===== config.mk =====
export PLATFORM = sky130hd
export DESIGN_NAME = y_adder_seq
export DESIGN_NICKNAME = d
export VERILOG_FILES = /design/src/rtl/y_adder_seq_pkg.sv /design/src/rtl/y_adder_chunk.sv /design/src/rtl/y_adder_seq.sv
export SDC_FILE = /design/constraint.sdc
export NUM_CORES = 1
export LEC_CHECK = 0
export BUFFER_PORTS_ARGS = -buffer_cell sky130_fd_sc_hd__buf_2
export CORE_MARGIN = 3
export CORE_UTILIZATION = 35
export CTS_CLUSTER_SIZE = 14
export DETAILED_ROUTE_END_ITERATION = 12
export GPL_TIMING_DRIVEN = 1
export PLACE_DENSITY = 0.61
export SLEW_MARGIN = 20
export SYNTH_ARGS = -nofsm -noshare
export SYNTH_HDL_FRONTEND = slang
export SYNTH_SLANG_ARGS = --single-unit

===== constraint.sdc =====
create_clock -name clk -period 7.4 [get_ports clk]
set_clock_uncertainty 0.2 [all_clocks]
set_input_delay 1.48 -clock clk [delete_from_list [all_inputs] [get_ports clk]]
set_output_delay 1.48 -clock clk [all_outputs]
set_load 0.005 [all_outputs]

===== src/rtl/y_adder_seq_pkg.sv =====
// Shared encodings for the chunk-serial adder/subtractor.
// Imported by the top level and by the bench.
package y_adder_seq_pkg;

    typedef enum logic [1:0] {
        ST_IDLE = 2'd0,
        ST_RUN  = 2'd1,
        ST_DONE = 2'd2
    } state_t;

    typedef enum logic {
        OP_ADD = 1'b0,
        OP_SUB = 1'b1
    } op_t;

endpackage


===== src/rtl/y_adder_chunk.sv =====
// CHUNK-bit combinational ripple slice built from the 1-bit full-adder cell.
// c_msb (carry into the top bit) feeds signed-overflow detection.
module y_adder_fa (
    input  logic x,
    input  logic y,
    input  logic ci,
    output logic s,
    output logic co
);
    assign s  = x ^ y ^ ci;
    assign co = (x & y) | (ci & (x ^ y));
endmodule

module y_adder_chunk #(
    parameter int CHUNK = 8
) (
    input  logic [CHUNK-1:0] x,
    input  logic [CHUNK-1:0] y,
    input  logic             ci,
    output logic [CHUNK-1:0] s,
    output logic             co,
    output logic             c_msb
);
    logic [CHUNK:0] w_c;

    assign w_c[0] = ci;

    for (genvar i = 0; i < CHUNK; i++) begin : g_bit
        y_adder_fa u_fa (
            .x  (x[i]),
            .y  (y[i]),
            .ci (w_c[i]),
            .s  (s[i]),
            .co (w_c[i+1])
        );
    end

    assign co    = w_c[CHUNK];
    assign c_msb = w_c[CHUNK-1];
endmodule


===== src/rtl/y_adder_seq.sv =====
// Multi-cycle adder/subtractor: CHUNK bits per clock, LSB chunk first,
// through one shared ripple slice, with valid/ready on both sides.
module y_adder_seq
    import y_adder_seq_pkg::*;
#(
    parameter int WIDTH = 32,
    parameter int CHUNK = 8
) (
    input  logic             clk,
    input  logic             rst_n,
    input  logic             in_valid,
    output logic             in_ready,
    input  logic [WIDTH-1:0] a,
    input  logic [WIDTH-1:0] b,
    input  logic             sub,
    input  logic             cin,
    output logic             out_valid,
    input  logic             out_ready,
    output logic [WIDTH-1:0] z,
    output logic             cout,
    output logic             ovf
);
    localparam int NCHUNK = WIDTH / CHUNK;
    localparam int CW     = (NCHUNK > 1) ? $clog2(NCHUNK) : 1;
    localparam logic [CW-1:0] LAST = CW'(NCHUNK - 1);

    if (WIDTH % CHUNK != 0) begin : g_chunk_check
        $error("y_adder_seq: WIDTH must be a multiple of CHUNK");
    end

    state_t           r_state;
    state_t           w_state_nxt;
    logic [CW-1:0]    r_cnt;
    logic [WIDTH-1:0] r_a;
    logic [WIDTH-1:0] r_b;
    logic [WIDTH-1:0] r_z;
    logic             r_carry;
    logic             r_cout;
    logic             r_ovf;

    logic [CHUNK-1:0] w_x;
    logic [CHUNK-1:0] w_y;
    logic [CHUNK-1:0] w_s;
    logic             w_co;
    logic             w_c_msb;
    logic             w_last;
    op_t              w_op;

    assign w_op   = op_t'(sub);
    assign w_last = (r_cnt == LAST);

    // NOTE: every always_comb output gets a default first so no path leaves it unassigned (no latch).
    always_comb begin
        w_x = '0;
        w_y = '0;
        for (int k = 0; k < NCHUNK; k++) begin
            if (r_cnt == CW'(k)) begin
                w_x = r_a[k*CHUNK +: CHUNK];
                w_y = r_b[k*CHUNK +: CHUNK];
            end
        end
    end

    y_adder_chunk #(.CHUNK(CHUNK)) u_chunk (
        .x     (w_x),
        .y     (w_y),
        .ci    (r_carry),
        .s     (w_s),
        .co    (w_co),
        .c_msb (w_c_msb)
    );

    always_comb begin
        w_state_nxt = r_state;
        in_ready    = 1'b0;
        out_valid   = 1'b0;
        case (r_state)
            ST_IDLE: begin
                in_ready = 1'b1;
                if (in_valid) w_state_nxt = ST_RUN;
            end
            ST_RUN: begin
                if (w_last) w_state_nxt = ST_DONE;
            end
            ST_DONE: begin
                out_valid = 1'b1;
                if (out_ready) w_state_nxt = ST_IDLE;
            end
            default: w_state_nxt = ST_IDLE;
        endcase
    end

    // NOTE: sequential state uses non-blocking assignments so all registers update from pre-edge values.
    always_ff @(posedge clk or negedge rst_n) begin
        if (!rst_n) r_state <= ST_IDLE;
        else        r_state <= w_state_nxt;
    end

    // NOTE: operand registers are reset too; they are few flops and keep the slice inputs deterministic.
    always_ff @(posedge clk or negedge rst_n) begin
        if (!rst_n) begin
            r_cnt   <= '0;
            r_a     <= '0;
            r_b     <= '0;
            r_z     <= '0;
            r_carry <= 1'b0;
            r_cout  <= 1'b0;
            r_ovf   <= 1'b0;
        end else begin
            case (r_state)
                ST_IDLE: begin
                    if (in_valid) begin
                        // Subtract is a + ~b + !cin, so fold the inversion in at capture.
                        r_a     <= a;
                        r_b     <= (w_op == OP_SUB) ? ~b : b;
                        r_carry <= (w_op == OP_SUB) ? ~cin : cin;
                        r_cnt   <= '0;
                    end
                end
                ST_RUN: begin
                    for (int k = 0; k < NCHUNK; k++) begin
                        if (r_cnt == CW'(k)) r_z[k*CHUNK +: CHUNK] <= w_s;
                    end
                    r_carry <= w_co;
                    r_cnt   <= r_cnt + CW'(1);
                    if (w_last) begin
                        r_cout <= w_co;
                        r_ovf  <= w_co ^ w_c_msb;
                    end
                end
                default: ;
            endcase
        end
    end

    assign z    = r_z;
    assign cout = r_cout;
    assign ovf  = r_ovf;
endmodule


==> impl_metrics.tcl <==
set metrics [dict create \
    final_antenna_net_count 0 \
    grt_use_met1 0.225 \
    cp_top_family "adder cells" \
    prevailing_post_synth_register_cell "sky130_fd_sc_hd__dfrtp_1" \
    crit_path_end_kind "flip-flop" \
    detail_route.wirelength_um 11400 \
    slew-limit-headroom 0.375 \
    crit_path_max_incr_delay_ns 0.79 \
    clock_root_buffer "sky130_fd_sc_hd__clkbuf_16" \
    start_util 0.358 \
    syn-mean-instance-area_um2 10.7 \
    mostFrequentLayoutCell "sky130_fd_sc_hd__buf_2" \
    total_power_mw 2.99 \
    warnings_synthesis 0 \
    grt.overflow.total 0 \
    cts_sinks 103 \
    final_hold_violating_endpoints 0 \
    multi_input_comb_area_um2 2100 \
    ant_diodes 0 \
    p_per_area_nw_per_um2 513 \
    crit_start_category "flip-flop" \
    num_io_pins 106 \
    reg2reg_slack_ns 1.80 \
    run_status "complete, no violations" \
    first_pass_iters 4 \
    most-common-layout-cells "sky130_fd_sc_hd__buf_2 (104), sky130_fd_sc_hd__dfrtp_1 (103), sky130_fd_sc_hd__nand2_1 (58), sky130_fd_sc_hd__a21oi_1 (56), sky130_fd_sc_hd__o21ai_0 (52)" \
    grt-busiest-layer "met1" \
    gpl.final_weighted_congestion 0.821 \
    total_half_perimeter_wirelength_after_legalization_and_detailed_placement_um 8630 \
    max-cap-violations 0 \
    via_per_instance_ratio 4.83 \
    count_of_buffers_added_by_post_cts_timing_repair_for_setup 0 \
    synth.cell_area_um2 4990 \
    max_clock_freq_mhz 179 \
    n_fill_cell 1368 \
    layout.nets 634 \
    timing.final.setup_violations 0 \
    grt_start_max_net_pins 82 \
    critical-path-top-cell-by-count "sky130_fd_sc_hd__fa_1" \
    cts-resized-gates 0 \
    timing.final.max_slew_violations 0 \
    h_tree_levels 3 \
    sequential_cell_area_um2 2580 \
    path_cells "inv_1 -> ha_1 -> a21oi_1 -> o21ai_0 -> a22oi_1 -> fa_1 -> fa_1 -> fa_1 -> fa_1 -> fa_1 -> inv_1 -> fa_1 -> inv_1 -> fa_1 -> inv_1 -> fa_1 -> mux2_2" \
    post_layout_min_period_ns 5.60 \
    clock_tree_from_tritoncts "done" \
    holdBufCountCts 0 \
    grt_setup_unrepaired "no" \
    crit_path_arrival_time_ns 5.62 \
    postLayoutSetupSlackWorst_ns 1.80 \
    grt.met3_usage 0.0380 \
    areaGrowthSynthToFinish_pct 16.7 \
    async_reset_ff_frac 1.00 \
    core_region_area_um2 13900 \
    cts_made_buffers 9 \
    ys_types 31 \
    drt_iter0_markers 286 \
    postSynthRegisterBits 103 \
    crit_type "flip-flop to flip-flop" \
    drc 0 \
    design.die.area_um2 15700 \
    grt_antenna_before_repair 0 \
    clk_latency_ns 0.34 \
    placementRows 43 \
    mappedNetlistNets 549 \
    grt_pass1_vias 3569 \
    detailroute.via_count 3556 \
    worst-path-max-fanout 33 \
    worst-slew-pin-transition_ns 0.937 \
    setup_total_negative_slack_ns 0 \
    crit_required_ns 7.42 \
    synthCells 467 \
    power_leakage_nw 2.70 \
    crit_path_top_delay_cell "sky130_fd_sc_hd__ha_1" \
    die_y_um 125 \
    clkSlewWorstSetupHoldPaths_ns 0.07 \
    worst_hold_path_type "flip-flop to flip-flop" \
    grt_pass1_wl_um 18700 \
    track_usage 0.148 \
    global_route.usage.met2 0.213 \
    drive_gt1_frac 0.286 \
    synth_enable_flop_cells 0 \
    critPathBufInv 4 \
    final.hold.worst_slack_ns 0.278 \
    io_buffers 105 \
    synth.yosys.seq_area_share 0.516 \
    ir_drop_v 0.000203 \
    die_width_um 125 \
    clk_path_buf_depth 2 \
    wl_per_cell_um 15.5 \
    layout_worst_path_cycle_share 0.757 \
    place_ws_ns 1.72 \
]
[Yosys cell counts, types with 2 or more instances]
cell type | n | share of area
sky130_fd_sc_hd__a21oi_1 | 56 | 0.056
sky130_fd_sc_hd__a22o_1 | 4 | 0.0070
sky130_fd_sc_hd__a22oi_1 | 12 | 0.018
sky130_fd_sc_hd__buf_12 | 2 | 0.0080
sky130_fd_sc_hd__buf_2 | 14 | 0.014
sky130_fd_sc_hd__buf_4 | 4 | 0.0060
sky130_fd_sc_hd__buf_6 | 5 | 0.011
sky130_fd_sc_hd__clkbuf_1 | 8 | 0.0060
sky130_fd_sc_hd__dfrtp_1 | 103 | 0.52
sky130_fd_sc_hd__fa_1 | 8 | 0.032
sky130_fd_sc_hd__ha_1 | 4 | 0.010
sky130_fd_sc_hd__inv_1 | 24 | 0.018
sky130_fd_sc_hd__mux2_2 | 9 | 0.020
sky130_fd_sc_hd__mux2_4 | 24 | 0.072
sky130_fd_sc_hd__nand2_1 | 58 | 0.044
sky130_fd_sc_hd__nand3b_1 | 3 | 0.0045
sky130_fd_sc_hd__nor2_1 | 26 | 0.020
sky130_fd_sc_hd__nor3_1 | 2 | 0.0020
sky130_fd_sc_hd__o21ai_0 | 52 | 0.052
sky130_fd_sc_hd__o21ai_1 | 6 | 0.0060
sky130_fd_sc_hd__xnor2_1 | 24 | 0.042
sky130_fd_sc_hd__xor2_1 | 10 | 0.018
[cell type report]
type                            instances  area share
Clock inverter                          5      0.0101
Tap cell                              180      0.0387
Multi-Input combinational cell        306       0.360
Sequential cell                       103       0.442
Clock buffer                           10      0.0393
Inverter                               24      0.0155
Timing Repair Buffer                  108      0.0945
[metal layers]
metal  vias to the layer above  share of wire
met5                         -              0
met4                         0         0.0065
met3                         7          0.059
met2                       126           0.43
met1                      1698           0.51
li1                       1725              -
[power by group]
part           switching, mW  internal, mW
Combinational          0.841         0.657
Sequential             0.179         0.850
Clock                  0.200         0.261
Total                   1.22          1.77
[worst reg2reg max path, cell delays in order (launching register included)]
cell                      delay [ns]
sky130_fd_sc_hd__dfrtp_1        0.41
sky130_fd_sc_hd__inv_1          0.12
sky130_fd_sc_hd__ha_1           0.79
sky130_fd_sc_hd__a21oi_1        0.16
sky130_fd_sc_hd__o21ai_0        0.15
sky130_fd_sc_hd__a22oi_1        0.13
sky130_fd_sc_hd__fa_1           0.44
sky130_fd_sc_hd__fa_1           0.39
sky130_fd_sc_hd__fa_1           0.39
sky130_fd_sc_hd__fa_1           0.39
sky130_fd_sc_hd__fa_1           0.38
sky130_fd_sc_hd__inv_1          0.08
sky130_fd_sc_hd__fa_1           0.16
sky130_fd_sc_hd__inv_1          0.05
sky130_fd_sc_hd__fa_1           0.40
sky130_fd_sc_hd__inv_1          0.09
sky130_fd_sc_hd__fa_1           0.46
sky130_fd_sc_hd__mux2_2         0.29
[through the flow]
stage | instances | cell area (µm²) | util
6_report | 736 | 5830 | 0.418
3_3_place_gp | 721 | 5530 | 0.397
5_1_grt | 736 | 5830 | 0.418
4_1_cts | 736 | 5820 | 0.418
2_1_floorplan | 467 | 4990 | -
3_5_place_dp | 721 | 5530 | 0.397
[sequential cells by signal (all words and copies together), names as in the netlist]
| name | cells |
|---|---|
| z | 32 |
| r_carry | 1 |
| ovf | 1 |
| r_a | 32 |
| r_cnt | 2 |
| r_state | 2 |
| r_b | 32 |
| cout | 1 |
[cells by family after synthesis]
| family | count (synthesis) | share of synthesized area |
|---|---|---|
| AO/OA/AOI/OAI | 133 | 0.144 |
| XOR/XNOR | 34 | 0.0596 |
| adder cells (fa/ha/maj) | 12 | 0.0421 |
| buffers and inverters | 58 | 0.0664 |
| flip-flops | 103 | 0.516 |
| multiplexers | 34 | 0.0945 |
| AND/OR/NAND/NOR | 93 | 0.0769 |
[path summary, 6_finish.rpt]
path,from,endpoint,cells past startpoint
max in group asynchronous,rst_n,r_a[10]$_DFFE_PN0P_,2
setup / recovery,r_cnt[1]$_DFFE_PN0P_,z[15]$_DFFE_PN0P_,17
min in group asynchronous,rst_n,r_state[1]$_DFFE_PN0P_,1
hold reg to reg,z[16]$_DFFE_PN0P_,z[16]$_DFFE_PN0P_,2
hold / removal,z[16]$_DFFE_PN0P_,z[16]$_DFFE_PN0P_,2
setup reg to reg,r_cnt[1]$_DFFE_PN0P_,z[15]$_DFFE_PN0P_,17
Power figures use the tool's default switching activity.
